$ cat src/rtl/lsu_pkg.sv
// Shared constants, state encoding and lane helpers for the load/store unit.
package lsu_pkg;

   localparam logic [2:0] F3_B  = 3'b000;
   localparam logic [2:0] F3_H  = 3'b001;
   localparam logic [2:0] F3_W  = 3'b010;
   localparam logic [2:0] F3_BU = 3'b100;
   localparam logic [2:0] F3_HU = 3'b101;

   localparam logic [3:0] BE_B = 4'b0001;
   localparam logic [3:0] BE_H = 4'b0011;
   localparam logic [3:0] BE_W = 4'b1111;

   typedef enum logic [1:0] {
      IDLE = 2'd0,
      REQ  = 2'd1,
      DONE = 2'd2
   } state_t;

   function automatic logic load_f3_ok(input logic [2:0] f3);
      return !((f3 == 3'b011) || (f3[2:1] == 2'b11));
   endfunction

   function automatic logic store_f3_ok(input logic [2:0] f3);
      return (f3 == F3_B) || (f3 == F3_H) || (f3 == F3_W);
   endfunction

   // funct3[1:0] encodes the access width for both signed and unsigned forms.
   function automatic logic is_aligned(input logic [2:0] f3, input logic [1:0] off);
      case (f3[1:0])
         2'b01:   return !off[0];
         2'b10:   return off == 2'b00;
         default: return 1'b1;
      endcase
   endfunction

   function automatic logic [3:0] lane_be(input logic [2:0] f3, input logic [1:0] off);
      case (f3[1:0])
         2'b00:   return BE_B << off;
         2'b01:   return BE_H << {off[1], 1'b0};
         default: return BE_W;
      endcase
   endfunction

   function automatic logic [31:0] lane_wdata(input logic [2:0] f3, input logic [31:0] d);
      case (f3[1:0])
         2'b00:   return {4{d[7:0]}};
         2'b01:   return {2{d[15:0]}};
         default: return d;
      endcase
   endfunction

endpackage

$ cat src/rtl/load_aligner.sv
// Picks the addressed byte/halfword out of a read word and sign- or zero-extends it.
module load_aligner
   import lsu_pkg::*;
(
   input  logic [31:0] mem_rdata,
   input  logic [1:0]  off,
   input  logic [2:0]  funct3,
   output logic [31:0] load_ext
);

   logic [7:0]  byte_sel;
   logic [15:0] half_sel;

   always_comb begin
      byte_sel = mem_rdata[{off, 3'b000} +: 8];
      half_sel = off[1] ? mem_rdata[31:16] : mem_rdata[15:0];
      case (funct3)
         F3_B:    load_ext = {{24{byte_sel[7]}}, byte_sel};
         F3_BU:   load_ext = {24'd0, byte_sel};
         F3_H:    load_ext = {{16{half_sel[15]}}, half_sel};
         F3_HU:   load_ext = {16'd0, half_sel};
         default: load_ext = mem_rdata;
      endcase
   end

endmodule

$ cat src/rtl/load_store_unit.sv
// Multi-cycle load/store unit: request/ready handshake to data memory with
// alignment and funct3 checking, wait-cycle timeout, and load writeback strobe.
module load_store_unit
   import lsu_pkg::*;
#(
   parameter int TIMEOUT = 15
) (
   input  logic        clk,
   input  logic        reset,
   input  logic        load_enb,
   input  logic        store_enb,
   input  logic [2:0]  funct3,
   input  logic [31:0] addr,
   input  logic [31:0] store_data,
   output logic        mem_req,
   output logic        mem_we,
   output logic [31:0] mem_addr,
   output logic [31:0] mem_wdata,
   output logic [3:0]  mem_be,
   input  logic        mem_ready,
   input  logic [31:0] mem_rdata,
   output logic [31:0] load_data,
   output logic        load_valid,
   output logic        stall,
   output logic        misaligned,
   output logic        bus_err
);

   localparam int CW = (TIMEOUT < 1) ? 1 : $clog2(TIMEOUT + 1);

   state_t         state_reg;
   logic [CW-1:0]  wait_cnt_reg;
   logic [1:0]     off_reg;
   logic [2:0]     f3_reg;
   logic [31:0]    aligned_data;

   logic op_req, is_store, f3_ok, addr_ok, accept;

   // A simultaneous load and store resolves to the load.
   assign op_req   = load_enb | store_enb;
   assign is_store = store_enb & ~load_enb;
   assign f3_ok    = load_enb ? load_f3_ok(funct3) : store_f3_ok(funct3);
   assign addr_ok  = is_aligned(funct3, addr[1:0]);
   assign accept   = (state_reg == IDLE) && op_req && f3_ok && addr_ok;
   assign stall    = accept || (state_reg == REQ);

   load_aligner u_aligner (
      .mem_rdata (mem_rdata),
      .off       (off_reg),
      .funct3    (f3_reg),
      .load_ext  (aligned_data)
   );

   always_ff @(posedge clk or negedge reset) begin
      if (!reset) begin
         state_reg    <= IDLE;
         wait_cnt_reg <= '0;
         off_reg      <= 2'd0;
         f3_reg       <= 3'd0;
         mem_req      <= 1'b0;
         mem_we       <= 1'b0;
         mem_addr     <= 32'd0;
         mem_wdata    <= 32'd0;
         mem_be       <= 4'd0;
         load_data    <= 32'd0;
         load_valid   <= 1'b0;
         misaligned   <= 1'b0;
         bus_err      <= 1'b0;
      end else begin
         load_valid <= 1'b0;
         misaligned <= 1'b0;
         bus_err    <= 1'b0;
         case (state_reg)
            IDLE: begin
               if (op_req) begin
                  if (!f3_ok) begin
                     bus_err <= 1'b1;
                  end else if (!addr_ok) begin
                     misaligned <= 1'b1;
                  end else begin
                     mem_req      <= 1'b1;
                     mem_we       <= is_store;
                     mem_addr     <= {addr[31:2], 2'b00};
                     mem_wdata    <= lane_wdata(funct3, store_data);
                     mem_be       <= lane_be(funct3, addr[1:0]);
                     off_reg      <= addr[1:0];
                     f3_reg       <= funct3;
                     wait_cnt_reg <= '0;
                     state_reg    <= REQ;
                  end
               end
            end
            REQ: begin
               // Ready on the same cycle the counter hits TIMEOUT still completes.
               if (mem_ready) begin
                  mem_req    <= 1'b0;
                  load_valid <= !mem_we;
                  if (!mem_we) begin
                     load_data <= aligned_data;
                  end
                  state_reg <= DONE;
               end else if (wait_cnt_reg == CW'(TIMEOUT)) begin
                  mem_req   <= 1'b0;
                  bus_err   <= 1'b1;
                  state_reg <= IDLE;
               end else begin
                  wait_cnt_reg <= wait_cnt_reg + 1'b1;
               end
            end
            DONE: begin
               state_reg <= IDLE;
            end
            default: begin
               state_reg <= IDLE;
            end
         endcase
      end
   end

endmodule

$ cat config.mk
export PLATFORM = sky130hd
export DESIGN_NAME = load_store_unit
export DESIGN_NICKNAME = d
export VERILOG_FILES = /design/src/rtl/lsu_pkg.sv /design/src/rtl/load_aligner.sv /design/src/rtl/load_store_unit.sv
export SDC_FILE = /design/constraint.sdc
export NUM_CORES = 1
export LEC_CHECK = 0
export BUFFER_PORTS_ARGS = -buffer_cell sky130_fd_sc_hd__buf_2
export CELL_PAD_IN_SITES_DETAIL_PLACEMENT = 1
export CELL_PAD_IN_SITES_GLOBAL_PLACEMENT = 1
export CORE_MARGIN = 3
export CORE_UTILIZATION = 34
export DETAILED_ROUTE_END_ITERATION = 6
export PLACE_DENSITY_LB_ADDON = 0.3
export SLEW_MARGIN = 20
export SYNTH_ARGS = -nofsm -noshare
export SYNTH_HDL_FRONTEND = slang
export SYNTH_HIERARCHICAL = 1
export SYNTH_SLANG_ARGS = --single-unit
$ cat constraint.sdc
create_clock -name clk -period 5.4 [get_ports clk]
set_clock_uncertainty 0.2 [all_clocks]
set_input_delay 1.08 -clock clk [delete_from_list [all_inputs] [get_ports clk]]
set_output_delay 1.08 -clock clk [all_outputs]
set_load 0.01 [all_outputs]
==> impl_results.html, run 1 <==
<table>
<tr><th>Metric</th><th>Value</th></tr>
<tr><th colspan="2">Status</th></tr>
<tr><td>Outcome</td><td>completed</td></tr>
<tr><th colspan="2">Yosys</th></tr>
<tr><td>Prevailing post-synth register cell</td><td>dfrtp_1</td></tr>
<tr><td>Syn avg cell area</td><td>13.3 um2</td></tr>
<tr><td>Top-area cell type share of the netlist area</td><td>50.0%</td></tr>
<tr><td>Netlist area before placement</td><td>0.00571 mm2</td></tr>
<tr><td>Number of distinct library cells after synthesis</td><td>47</td></tr>
<tr><td>Leading area contributor after synthesis</td><td>dfrtp_1</td></tr>
<tr><td>Synth top area cells</td><td>dfrtp_1, mux2_2, a2bb2oi_2</td></tr>
<tr><td>Instance count of the mapped netlist</td><td>429</td></tr>
<tr><td>Post-synthesis async set-or-reset flop share</td><td>100%</td></tr>
<tr><td>Fraction of the yosys area taken by sequential cells</td><td>50.0%</td></tr>
<tr><td>Synth warn</td><td>6</td></tr>
<tr><td>Yosys reg bits</td><td>114</td></tr>
<tr><td>List of most frequent post-synthesis cells</td><td>dfrtp_1, mux2_2, nand2_1</td></tr>
<tr><td>Count of flip-flops with a built-in enable after synthesis</td><td>0</td></tr>
<tr><th colspan="2">CTS</th></tr>
<tr><td>Clk buf depth</td><td>2</td></tr>
<tr><td>H-tree levels</td><td>4</td></tr>
<tr><td>Clock root buffer</td><td>clkbuf_16</td></tr>
<tr><td>Setup fix buffers added after clock tree synthesis</td><td>0</td></tr>
<tr><td>Num CTS Buffers</td><td>17</td></tr>
<tr><td>Clock tree from TritonCTS</td><td>done</td></tr>
<tr><td>Number of clock sinks seen by CTS</td><td>114</td></tr>
<tr><td>CTS Hold Buffers Added</td><td>0</td></tr>
<tr><td>Clk pin slew, worst setup/hold paths</td><td>0.05 ns</td></tr>
<tr><td>Resized Gates After CTS</td><td>0</td></tr>
<tr><td>Skew-Pair Late Insertion Delay</td><td>0.41 ns</td></tr>
<tr><th colspan="2">Worst setup path</th></tr>
<tr><td>Data required time of the critical path</td><td>4.12 ns</td></tr>
<tr><td>Startpoint-to-endpoint class of the critical path</td><td>input port to output port</td></tr>
<tr><td>Startpoint type of the worst setup path</td><td>input port</td></tr>
<tr><td>Kind of capture point of the worst setup path</td><td>output port</td></tr>
<tr><td>Crit path DAT</td><td>2.68 ns</td></tr>
<tr><td>Maximum fanout encountered on the critical timing path</td><td>18</td></tr>
<tr><th colspan="2">Placed design</th></tr>
<tr><td>Final Wtd Congestion</td><td>0.790</td></tr>
<tr><td>Half-perimeter wire length of the detailed placement result</td><td>11500 um</td></tr>
<tr><td>Number of buffers added on ports</td><td>207</td></tr>
<tr><td>Dpl ws</td><td>1.35 ns</td></tr>
<tr><td>Total placed instance area</td><td>0.00684 mm2</td></tr>
<tr><td>DP Cell Count</td><td>829</td></tr>
<tr><th colspan="2">Finish</th></tr>
<tr><td>Number of antenna cells inserted</td><td>0</td></tr>
<tr><td>Syn-to-layout area delta</td><td>30.1%</td></tr>
<tr><td>Ratio of cells with drive above 1 in the final layout</td><td>59.5%</td></tr>
<tr><td>Nets@finish</td><td>741</td></tr>
<tr><td>Area of all placed cells without fillers</td><td>0.00743 mm2</td></tr>
<tr><td>Post-layout utilization of the core</td><td>45.9%</td></tr>
<tr><td>Final instance count without filler cells</td><td>861</td></tr>
<tr><td>Top Registers</td><td>load_data: 32 flops, mem_wdata: 32 flops, mem_addr: 30 flops</td></tr>
<tr><th colspan="2">Power and ir drop</th></tr>
<tr><td>P per Cell Area</td><td>564 mW/mm2</td></tr>
<tr><td>Gate power share</td><td>37.8%</td></tr>
<tr><td>Part of the power in the clock network</td><td>26.4%</td></tr>
<tr><td>Switching fraction of total power</td><td>33.7%</td></tr>
<tr><td>Net switching power</td><td>1.41 mW</td></tr>
<tr><td>Sequential cell fraction of total power</td><td>35.8%</td></tr>
<tr><td>Leak pwr</td><td>3.57 nW</td></tr>
<tr><td>Power Total</td><td>4.19 mW</td></tr>
<tr><td>Maximum resistive drop on vdd</td><td>0.000230 V</td></tr>
<tr><td>Power Internal</td><td>2.78 mW</td></tr>
<tr><th colspan="2">Global route</th></tr>
<tr><td>Largest net degree at the start of global routing</td><td>87</td></tr>
<tr><td>Number of global-route vias before repair</td><td>4749</td></tr>
<tr><td>Routing usage on met3</td><td>7.10%</td></tr>
<tr><td>GRT overflow</td><td>0</td></tr>
<tr><td>Wire length of the first global-routing pass</td><td>25500 um</td></tr>
<tr><td>Layer with the highest usage</td><td>met2</td></tr>
<tr><td>Global routing met2 resource utilization</td><td>28.9%</td></tr>
<tr><td>Initial antenna violation count</td><td>1</td></tr>
<tr><td>Fraction of met1 tracks used by global routing</td><td>21.5%</td></tr>
<tr><td>Global router's overall resource usage</td><td>17.8%</td></tr>
<tr><th colspan="2">Routing</th></tr>
<tr><td>Average routed wire per standard cell</td><td>18.3 um</td></tr>
<tr><td>Pre-Repair DR Iteration Count</td><td>4</td></tr>
<tr><td>WL final</td><td>15800 um</td></tr>
<tr><td>Via count</td><td>4296</td></tr>
<tr><td>DRC violation total after the first TritonRoute iteration</td><td>150</td></tr>
<tr><td>DRC violation count after routing</td><td>0</td></tr>
<tr><td>Remaining antenna violation count</td><td>0</td></tr>
<tr><td>Average via count per standard cell</td><td>4.99</td></tr>
<tr><th colspan="2">STA</th></tr>
<tr><td>Number of max-slew violations in the final report</td><td>0</td></tr>
<tr><td>Final setup violation count</td><td>0</td></tr>
<tr><td>Transition time at the pin with the least slew margin</td><td>0.992 ns</td></tr>
<tr><td>Setup slack of the critical path after layout</td><td>1.44 ns</td></tr>
<tr><td>Relative slew margins</td><td>33.5%</td></tr>
<tr><td>RSZ-0062 raised after global routing</td><td>false</td></tr>
<tr><td>Final period util</td><td>73.3%</td></tr>
<tr><td>Final total negative setup slack</td><td>0 ns</td></tr>
<tr><td>Worst hold-check slack</td><td>0.297 ns</td></tr>
<tr><td>Achievable Freq</td><td>253 MHz</td></tr>
<tr><td>Crit path time final</td><td>3.96 ns</td></tr>
<tr><td>Final hold violations</td><td>0</td></tr>
<tr><th colspan="2">Die</th></tr>
<tr><td>Die ar.</td><td>0.0184 mm2</td></tr>
<tr><td>Top-Level Pins</td><td>210</td></tr>
<tr><td>Effective utilization at floorplan</td><td>35.3%</td></tr>
<tr><td>Standard-cell rows</td><td>46</td></tr>
<tr><td>Placeable core region</td><td>0.0162 mm2</td></tr>
<tr><td>Overall die height</td><td>136 um</td></tr>
<tr><td>DIE WIDTH</td><td>136 um</td></tr>
<tr><th colspan="2">Min path</th></tr>
<tr><td>Tightest Hold Check Type</td><td>register to register</td></tr>
<tr><th colspan="2">Run</th></tr>
<tr><td># Max-Cap Violations</td><td>0</td></tr>
</table>
-- kinds of logic after synthesis --
logic type	after synthesis	synth area share, %
fa+ha+maj	5	1.10
other cells	1	0.0657
flops	114	50.0
simple gates	66	6.05
mux	125	24.8
compound gates	81	13.5
buf+inv	37	4.58
-- placed cells by master (no fill, tap or decap), types with 8 or more instances in the layout --
cell type	synthesis	final
nand2_1	25	25
nor2b_1	13	13
dfrtp_1	114	114
a22oi_1	8	8
clkbuf_16	0	17
a22o_1	12	12
nor2_1	11	11
a2bb2oi_2	14	14
mux2_2	114	114
buf_2	3	206
-- worst paths after layout --
check | depth (start not counted) | start | endpoint | slack, ns
max | 8 | funct3[1] | stall | 1.44
min | 1 | load_data[10] | load_data[10] | 0.30
max reg2reg | 4 | f3_reg[1] | load_data[0] | 2.64
min reg2reg | 1 | load_data[10] | load_data[10] | 0.30
max in group asynchronous | 2 | reset | mem_wdata[20] | 3.51
min in group asynchronous | 1 | reset | load_data[6] | 0.51
-- power by group through the flow --
stage / registers, mW / logic (mW) / clock network (mW)
floorplan: 1.61 / 0.889 / 0
global placement: 1.49 / 1.57 / 0
detailed placement: 1.51 / 1.61 / 0
CTS: 1.50 / 1.62 / 1.13
global route: 1.56 / 1.73 / 1.18
finish: 1.50 / 1.58 / 1.10
-- routing by layer --
layer,wire length [um],vias up
met2,7760,154
li1,-,1988
met5,13,-
met1,6340,2131
met3,1450,21
met4,237,2
-- final cells by class --
class / instances / area (um2)
inverter: 8 / 30.0
timing repair buffer: 212 / 1080
tap: 216 / 270
clock buffer: 23 / 488
clock inverter: 9 / 104
fill: 1758 / 8740
multi-input combinational: 279 / 2610
sequential: 114 / 2850
-- worst max-delay path, cell delays in order --
cell and delay, ns:
buf_2 0.13, inv_1 0.07, ha_1 0.40, or3_1 0.39, a22o_1 0.29, nand3_4 0.10, nand2_1 0.06, buf_2 0.15
Power figures use the tool's default switching activity.
==> run 2: changes to the inputs <==
==> constraint.sdc (replaced) <==
create_clock -name clk -period 4 [get_ports clk]
set_clock_uncertainty 0.2 [all_clocks]
set_input_delay 0.8 -clock clk [delete_from_list [all_inputs] [get_ports clk]]
set_output_delay 0.8 -clock clk [all_outputs]
set_load 0.01 [all_outputs]
==> impl_results.html, run 2 (synthesis results as in run 1) <==
<table>
<tr><th>Metric</th><th>Value</th></tr>
<tr><th colspan="2">Status</th></tr>
<tr><td>Outcome</td><td>completed</td></tr>
<tr><th colspan="2">Power and ir drop</th></tr>
<tr><td>Leak pwr</td><td>3.58 nW (+0.15%)</td></tr>
<tr><td>Net switching power</td><td>1.97 mW (+40%)</td></tr>
<tr><td>Power Internal</td><td>3.63 mW (+31%)</td></tr>
<tr><td>P per Cell Area</td><td>753 mW/mm2 (+34%)</td></tr>
<tr><td>Switching fraction of total power</td><td>35.1% (+1.5 points)</td></tr>
<tr><td>Sequential cell fraction of total power</td><td>36.1% (+0.3 points)</td></tr>
<tr><td>Gate power share</td><td>38.5% (+0.7 points)</td></tr>
<tr><td>Maximum resistive drop on vdd</td><td>0.000326 V (+42%)</td></tr>
<tr><td>Part of the power in the clock network</td><td>25.5% (-0.9 points)</td></tr>
<tr><th colspan="2">Worst setup path</th></tr>
<tr><td>Delay of the slowest cell on the worst path</td><td>0.39 ns (about the same)</td></tr>
<tr><td>Maximum fanout encountered on the critical timing path</td><td>4 (-14)</td></tr>
<tr><td>Startpoint-to-endpoint class of the critical path</td><td>input port to output port</td></tr>
<tr><td>CP max-delay cell</td><td>or3_1</td></tr>
<tr><td>Worst path most repeated cell</td><td>buf_2</td></tr>
<tr><td>Kind of capture point of the worst setup path</td><td>output port</td></tr>
<tr><td>Crit path DAT</td><td>2.20 ns (-0.48 ns)</td></tr>
<tr><td>Number of buffers and inverters on the critical path</td><td>3 (unchanged)</td></tr>
<tr><td>Startpoint type of the worst setup path</td><td>input port</td></tr>
<tr><td>Cell class contributing the biggest share of worst-path delay</td><td>simple AND/OR/NAND/NOR gates</td></tr>
<tr><td>CP cell instances</td><td>buf_2, inv_1, ha_1, or3_1, a22o_1, nand3_4, nand2_1, buf_2</td></tr>
<tr><td>Data required time of the critical path</td><td>3.00 ns (-1.12 ns)</td></tr>
<tr><td>Number of logic stages on the critical path including buffering</td><td>8 (unchanged)</td></tr>
<tr><td>Number of cells on the worst reg-to-reg path</td><td>4 (unchanged)</td></tr>
<tr><th colspan="2">Finish</th></tr>
<tr><td>Most used cells in the layout excluding fill and tap cells</td><td>buf_2, mux2_2, dfrtp_1</td></tr>
<tr><td>Nets@finish</td><td>743 (+0.27%)</td></tr>
<tr><td>Most common cell after layout, fill and taps aside</td><td>buf_2</td></tr>
<tr><td>Top Registers</td><td>load_data: 32 flops, mem_wdata: 32 flops, mem_addr: 30 flops</td></tr>
<tr><td>Syn-to-layout area delta</td><td>30.3%</td></tr>
<tr><td>Number of antenna cells inserted</td><td>0 (unchanged)</td></tr>
<tr><td>Fillcell total</td><td>1762 (+0.23%)</td></tr>
<tr><td>Final instance count without filler cells</td><td>863 (+0.23%)</td></tr>
<tr><td>Ratio of cells with drive above 1 in the final layout</td><td>60.0% (+0.43 points)</td></tr>
<tr><th colspan="2">Die</th></tr>
<tr><td>Overall die height</td><td>136 um (unchanged)</td></tr>
<tr><td>DIE WIDTH</td><td>136 um (unchanged)</td></tr>
<tr><td>Standard-cell rows</td><td>46 (unchanged)</td></tr>
<tr><td>Top-Level Pins</td><td>210 (unchanged)</td></tr>
<tr><td>Placeable core region</td><td>0.0162 mm2 (unchanged)</td></tr>
<tr><td>Effective utilization at floorplan</td><td>35.3% (unchanged)</td></tr>
<tr><td>Die ar.</td><td>0.0184 mm2 (unchanged)</td></tr>
<tr><th colspan="2">Routing</th></tr>
<tr><td>Via count</td><td>4339 (+1.0%)</td></tr>
<tr><td>Average routed wire per standard cell</td><td>18.6 um (+1.3%)</td></tr>
<tr><td>DRC violation total after the first TritonRoute iteration</td><td>166 (+11%)</td></tr>
<tr><td>Remaining antenna violation count</td><td>0 (unchanged)</td></tr>
<tr><td>Pre-Repair DR Iteration Count</td><td>4 (unchanged)</td></tr>
<tr><td>WL final</td><td>16000 um (+1.5%)</td></tr>
<tr><td>Average via count per standard cell</td><td>5.03 (+0.77%)</td></tr>
<tr><td>DRC violation count after routing</td><td>0 (unchanged)</td></tr>
<tr><th colspan="2">CTS</th></tr>
<tr><td>CTS Hold Buffers Added</td><td>0 (unchanged)</td></tr>
<tr><td>Clk buf depth</td><td>2 (unchanged)</td></tr>
<tr><td>Num CTS Buffers</td><td>17 (unchanged)</td></tr>
<tr><td>Clock root buffer</td><td>clkbuf_16</td></tr>
<tr><td>Clk pin slew, worst setup/hold paths</td><td>0.05 ns (about the same)</td></tr>
<tr><td>Resized Gates After CTS</td><td>0 (unchanged)</td></tr>
<tr><td>Skew-Pair Late Insertion Delay</td><td>0.40 ns (about the same)</td></tr>
<tr><td>H-tree levels</td><td>4 (unchanged)</td></tr>
<tr><td>Setup fix buffers added after clock tree synthesis</td><td>0 (unchanged)</td></tr>
<tr><td>Clock tree from TritonCTS</td><td>done</td></tr>
<tr><td>Number of clock sinks seen by CTS</td><td>114 (unchanged)</td></tr>
<tr><th colspan="2">STA</th></tr>
<tr><td>Relative slew margins</td><td>39.2% (+5.7 points)</td></tr>
<tr><td>Achievable Freq</td><td>312 MHz</td></tr>
<tr><td>Final hold violations</td><td>0 (unchanged)</td></tr>
<tr><td>Final total negative setup slack</td><td>0 ns (unchanged)</td></tr>
<tr><td>Final period util</td><td>80.1%</td></tr>
<tr><td>Final setup violation count</td><td>0 (unchanged)</td></tr>
<tr><td>RSZ-0062 raised after global routing</td><td>false</td></tr>
<tr><td>Crit path time final</td><td>3.20 ns</td></tr>
<tr><td>Number of max-slew violations in the final report</td><td>0 (unchanged)</td></tr>
<tr><td>Transition time at the pin with the least slew margin</td><td>0.912 ns (-0.0797 ns)</td></tr>
<tr><th colspan="2">Min path</th></tr>
<tr><td>Tightest Hold Check Type</td><td>input port to asynchronous set/reset pin</td></tr>
<tr><th colspan="2">Global route</th></tr>
<tr><td>Initial antenna violation count</td><td>2 (+1)</td></tr>
<tr><td>Largest net degree at the start of global routing</td><td>79 (-9.2%)</td></tr>
<tr><td>GRT overflow</td><td>0 (unchanged)</td></tr>
<tr><td>Number of global-route vias before repair</td><td>4703 (-0.97%)</td></tr>
<tr><td>Global router's overall resource usage</td><td>17.8% (-0.057 points)</td></tr>
<tr><td>Wire length of the first global-routing pass</td><td>25700 um (+0.46%)</td></tr>
<tr><th colspan="2">Placed design</th></tr>
<tr><td>Number of buffers added on ports</td><td>207 (unchanged)</td></tr>
<tr><td>Half-perimeter wire length of the detailed placement result</td><td>11700 um (+1.1%)</td></tr>
<tr><td>DP Cell Count</td><td>831 (+0.24%)</td></tr>
<tr><td>Final Wtd Congestion</td><td>0.822 (+4.0%)</td></tr>
<tr><th colspan="2">Run</th></tr>
<tr><td># Max-Cap Violations</td><td>0 (unchanged)</td></tr>
</table>
-- run 2: cell types whose count changed in the layout (fill, tap and decap cells not counted) --
cell	delta
clkbuf_8	-4
inv_6	+3
clkinv_4	+4
buf_12	+2
clkbuf_1	-2
bufinv_16	-1
-- run 2: per-stage QoR --
step	setup WS [ns]	cell area, um2	utilization (%)	power, mW	hold slack (ns)
floorplan	0.809	5710	-	3.38	0.281
global placement	0.840	6880	42.5	4.13	0.282
detailed placement	0.771	6880	42.5	4.23	0.288
CTS	0.762	7440	46.0	5.69	0.301
global route	0.705	7440	46.0	5.96	0.265
finish	0.796	7440	46.0	5.60	0.213
-- run 2: layout make-up --
type,count,area (um2),share of cell area [%]
multi-input combinational,279,2610,35.0
tap,216,270,3.63
inverter,8,30.0,0.404
clock buffer,17,425,5.72
timing repair buffer,214,1120,15.1
sequential,114,2850,38.3
clock inverter,15,135,1.82
-- run 2: routing by layer --
metal	up-vias	routed length, um	GRT usage, %	share of wire, %
met5	-	17	0	0.11
met4	4	242	5.26	1.5
met3	21	1410	6.58	8.8
met2	163	7770	29.3	48
met1	2155	6590	21.8	41
li1	1996	-	-	-
-- run 2: worst paths after layout --
kind / endpoint / start / slack (ns)
max: stall / funct3[0] / 0.80
min: load_data[8] / reset / 0.21
max reg2reg: load_data[11] / off_reg[1] / 1.32
min reg2reg: mem_addr[31] / mem_addr[31] / 0.30
max in group asynchronous: mem_addr[26] / reset / 2.65
min in group clk: mem_addr[31] / mem_addr[31] / 0.30
-- run 2: power by group through the flow --
stage          Sequential [mW]  Combinational, mW  Clock [mW]
6_report                  2.02               2.15        1.43
2_1_floorplan             2.17               1.20           0
5_1_grt                   2.10               2.35        1.51
3_3_place_gp              2.01               2.13           0
4_1_cts                   2.03               2.20        1.46
3_5_place_dp              2.04               2.18           0
==> run 3: changes to the inputs <==
==> constraint.sdc (replaced) <==
create_clock -name clk -period 2.9 [get_ports clk]
set_clock_uncertainty 0.2 [all_clocks]
set_input_delay 0.58 -clock clk [delete_from_list [all_inputs] [get_ports clk]]
set_output_delay 0.58 -clock clk [all_outputs]
set_load 0.01 [all_outputs]
==> impl_results.html, run 3 (synthesis results as in run 1) <==
<table>
<tr><th>Metric</th><th>Value</th></tr>
<tr><th colspan="2">Routing</th></tr>
<tr><td>Remaining antenna violation count</td><td>0 (unchanged)</td></tr>
<tr><td>Average routed wire per standard cell</td><td>18.5 um (-0.41%)</td></tr>
<tr><td>Pre-Repair DR Iteration Count</td><td>4 (unchanged)</td></tr>
<tr><td>DRC violation count after routing</td><td>0 (unchanged)</td></tr>
<tr><td>Via count</td><td>4374 (+0.81%)</td></tr>
<tr><td>WL final</td><td>16100 um (+0.29%)</td></tr>
<tr><td>DRC violation total after the first TritonRoute iteration</td><td>159 (-4.2%)</td></tr>
<tr><td>Average via count per standard cell</td><td>5.03 (+0.11%)</td></tr>
<tr><th colspan="2">Finish</th></tr>
<tr><td>Number of antenna cells inserted</td><td>0 (unchanged)</td></tr>
<tr><td>Post-layout utilization of the core</td><td>46.5% (+0.54 points)</td></tr>
<tr><td>Ratio of cells with drive above 1 in the final layout</td><td>60.2% (+0.21 points)</td></tr>
<tr><td>Top Registers</td><td>load_data: 32 flops, mem_wdata: 32 flops, mem_addr: 30 flops</td></tr>
<tr><td>Most common cell after layout, fill and taps aside</td><td>buf_2</td></tr>
<tr><td>Fillcell total</td><td>1766 (+0.23%)</td></tr>
<tr><td>Syn-to-layout area delta</td><td>31.8%</td></tr>
<tr><td>Nets@finish</td><td>750 (+0.94%)</td></tr>
<tr><td>Most used cells in the layout excluding fill and tap cells</td><td>buf_2, mux2_2, dfrtp_1</td></tr>
<tr><td>Final instance count without filler cells</td><td>869 (+0.70%)</td></tr>
<tr><th colspan="2">STA</th></tr>
<tr><td>Crit path time final</td><td>2.81 ns</td></tr>
<tr><td>Final period util</td><td>97.0%</td></tr>
<tr><td>Final total negative setup slack</td><td>0 ns (unchanged)</td></tr>
<tr><td>Relative slew margins</td><td>63.0% (+24 points)</td></tr>
<tr><td>Final setup violation count</td><td>0 (unchanged)</td></tr>
<tr><td>Achievable Freq</td><td>355 MHz</td></tr>
<tr><td>Number of max-slew violations in the final report</td><td>0 (unchanged)</td></tr>
<tr><td>RSZ-0062 raised after global routing</td><td>false</td></tr>
<tr><td>Transition time at the pin with the least slew margin</td><td>0.555 ns (-0.357 ns)</td></tr>
<tr><td>Final hold violations</td><td>0 (unchanged)</td></tr>
<tr><th colspan="2">Power and ir drop</th></tr>
<tr><td>Switching fraction of total power</td><td>34.0% (-1.2 points)</td></tr>
<tr><td>Net switching power</td><td>2.66 mW (+35%)</td></tr>
<tr><td>Power Total</td><td>7.83 mW (+40%)</td></tr>
<tr><td>Power Internal</td><td>5.17 mW (+42%)</td></tr>
<tr><td>Maximum resistive drop on vdd</td><td>0.000476 V (+46%)</td></tr>
<tr><td>Leak pwr</td><td>3.62 nW (+1.3%)</td></tr>
<tr><td>Part of the power in the clock network</td><td>25.7% (+0.2 points)</td></tr>
<tr><td>Gate power share</td><td>39.1% (+0.6 points)</td></tr>
<tr><td>Sequential cell fraction of total power</td><td>35.2% (-0.9 points)</td></tr>
<tr><td>P per Cell Area</td><td>1040 mW/mm2 (+38%)</td></tr>
<tr><th colspan="2">Die</th></tr>
<tr><td>Die ar.</td><td>0.0184 mm2 (unchanged)</td></tr>
<tr><td>Standard-cell rows</td><td>46 (unchanged)</td></tr>
<tr><td>Overall die height</td><td>136 um (unchanged)</td></tr>
<tr><td>Placeable core region</td><td>0.0162 mm2 (unchanged)</td></tr>
<tr><td>Effective utilization at floorplan</td><td>35.3% (unchanged)</td></tr>
<tr><td>Top-Level Pins</td><td>210 (unchanged)</td></tr>
<tr><td>DIE WIDTH</td><td>136 um (unchanged)</td></tr>
<tr><th colspan="2">Worst setup path</th></tr>
<tr><td>Crit path DAT</td><td>2.03 ns (-0.17 ns)</td></tr>
<tr><td>Data required time of the critical path</td><td>2.12 ns (-0.88 ns)</td></tr>
<tr><td>Maximum fanout encountered on the critical timing path</td><td>5 (+1)</td></tr>
<tr><td>Number of buffers and inverters on the critical path</td><td>3 (unchanged)</td></tr>
<tr><td>CP max-delay cell</td><td>or3_1</td></tr>
<tr><td>CP cell instances</td><td>buf_2, inv_1, ha_1, or3_1, a22o_1, nand3_4, nand2_1, buf_2</td></tr>
<tr><td>Startpoint type of the worst setup path</td><td>input port</td></tr>
<tr><td>Worst path most repeated cell</td><td>buf_2</td></tr>
<tr><td>Startpoint-to-endpoint class of the critical path</td><td>input port to output port</td></tr>
<tr><td>Cell class contributing the biggest share of worst-path delay</td><td>simple AND/OR/NAND/NOR gates</td></tr>
<tr><td>Delay of the slowest cell on the worst path</td><td>0.38 ns (about the same)</td></tr>
<tr><td>Kind of capture point of the worst setup path</td><td>output port</td></tr>
<tr><th colspan="2">CTS</th></tr>
<tr><td>Clk buf depth</td><td>2 (unchanged)</td></tr>
<tr><td>H-tree levels</td><td>4 (unchanged)</td></tr>
<tr><td>Num CTS Buffers</td><td>17 (unchanged)</td></tr>
<tr><td>Number of clock sinks seen by CTS</td><td>114 (unchanged)</td></tr>
<tr><td>Resized Gates After CTS</td><td>0 (unchanged)</td></tr>
<tr><td>Skew-Pair Late Insertion Delay</td><td>0.40 ns (about the same)</td></tr>
<tr><td>Clk pin slew, worst setup/hold paths</td><td>0.05 ns (about the same)</td></tr>
<tr><td>Clock root buffer</td><td>clkbuf_16</td></tr>
<tr><td>Clock tree from TritonCTS</td><td>done</td></tr>
<tr><th colspan="2">Run</th></tr>
<tr><td># Max-Cap Violations</td><td>0 (unchanged)</td></tr>
<tr><th colspan="2">Global route</th></tr>
<tr><td>Largest net degree at the start of global routing</td><td>54 (-32%)</td></tr>
<tr><td>Number of global-route vias before repair</td><td>4793 (+1.9%)</td></tr>
<tr><td>Wire length of the first global-routing pass</td><td>25300 um (-1.4%)</td></tr>
<tr><td>Initial antenna violation count</td><td>2 (unchanged)</td></tr>
<tr><td>Global router's overall resource usage</td><td>17.6% (-0.15 points)</td></tr>
<tr><td>GRT overflow</td><td>0 (unchanged)</td></tr>
<tr><th colspan="2">Placed design</th></tr>
<tr><td>Half-perimeter wire length of the detailed placement result</td><td>12200 um (+4.5%)</td></tr>
<tr><td>Number of buffers added on ports</td><td>207 (unchanged)</td></tr>
<tr><td>Final Wtd Congestion</td><td>0.827 (+0.58%)</td></tr>
<tr><td>DP Cell Count</td><td>837 (+0.72%)</td></tr>
<tr><th colspan="2">Min path</th></tr>
<tr><td>Tightest Hold Check Type</td><td>input port to register</td></tr>
<tr><th colspan="2">Status</th></tr>
<tr><td>Outcome</td><td>completed</td></tr>
</table>
==> run 3: cell types whose count changed in the layout (fill, tap and decap cells not counted), sizes merged <==
cell / change
clkinvlp: +1
clkinv: -5
dlygate4sd3: +1
inv: -3
clkbuf: +6
buf: +6
==> run 3: stage by stage <==
step           hold slack, ns  worst slack (ns)  instance area (um2)
6_report                0.205            0.0867                 7530
5_1_grt                 0.187            0.0148                 7530
4_1_cts                 0.184            0.0712                 7530
3_5_place_dp            0.290            0.0838                 6930
3_3_place_gp            0.282             0.150                 6930
2_1_floorplan          0.0844             0.149                 5710
==> run 3: power groups by stage <==
stage	Combinational [mW]	Sequential (mW)	Clock, mW
2_1_floorplan	1.66	3.00	0
3_3_place_gp	3.02	2.72	0
3_5_place_dp	3.11	2.77	0
4_1_cts	3.12	2.76	2.07
5_1_grt	3.32	2.86	2.15
6_report	3.06	2.76	2.01
==> run 3: final cells by class <==
cell class,instances,area [um2],area share [%]
Tap cell,216,270,3.59
Clock buffer,23,508,6.75
Multi-Input combinational cell,279,2610,34.6
Clock inverter,8,76.3,1.01
Timing Repair Buffer,221,1180,15.7
Inverter,8,30.0,0.399
Sequential cell,114,2850,37.9
==> run 3: worst paths after layout <==
kind                         startpoint       endpoint  slack (ns)  cells past startpoint
min reg2reg                mem_addr[17]   mem_addr[17]        0.30                      1
max reg2reg                  off_reg[0]  load_data[11]        0.58                      5
min in group asynchronous         reset   mem_addr[28]        0.51                      2
max                           funct3[1]          stall        0.09                      8
max in group asynchronous         reset        bus_err        1.29                      3
min                             addr[7]    mem_addr[7]        0.20                      2
==> run 3: layer usage <==
| metal | GRT usage, % | vias up | share of wire (%) | routed length [um] |
|---|---|---|---|---|
| met5 | 0 | - | 0.11 | 17 |
| met4 | 4.54 | 4 | 0.85 | 136 |
| met3 | 7.06 | 15 | 9.1 | 1470 |
| met2 | 30.2 | 155 | 50 | 8020 |
| met1 | 20.5 | 2192 | 40 | 6430 |
| li1 | - | 2008 | - | - |
==> run 3: timing repair <==
action                                 CTS  global route
setup buffers                            0             0
setup endpoints to repair                0             0
hold buffers                             1             0
endpoints found under the hold margin   39             0
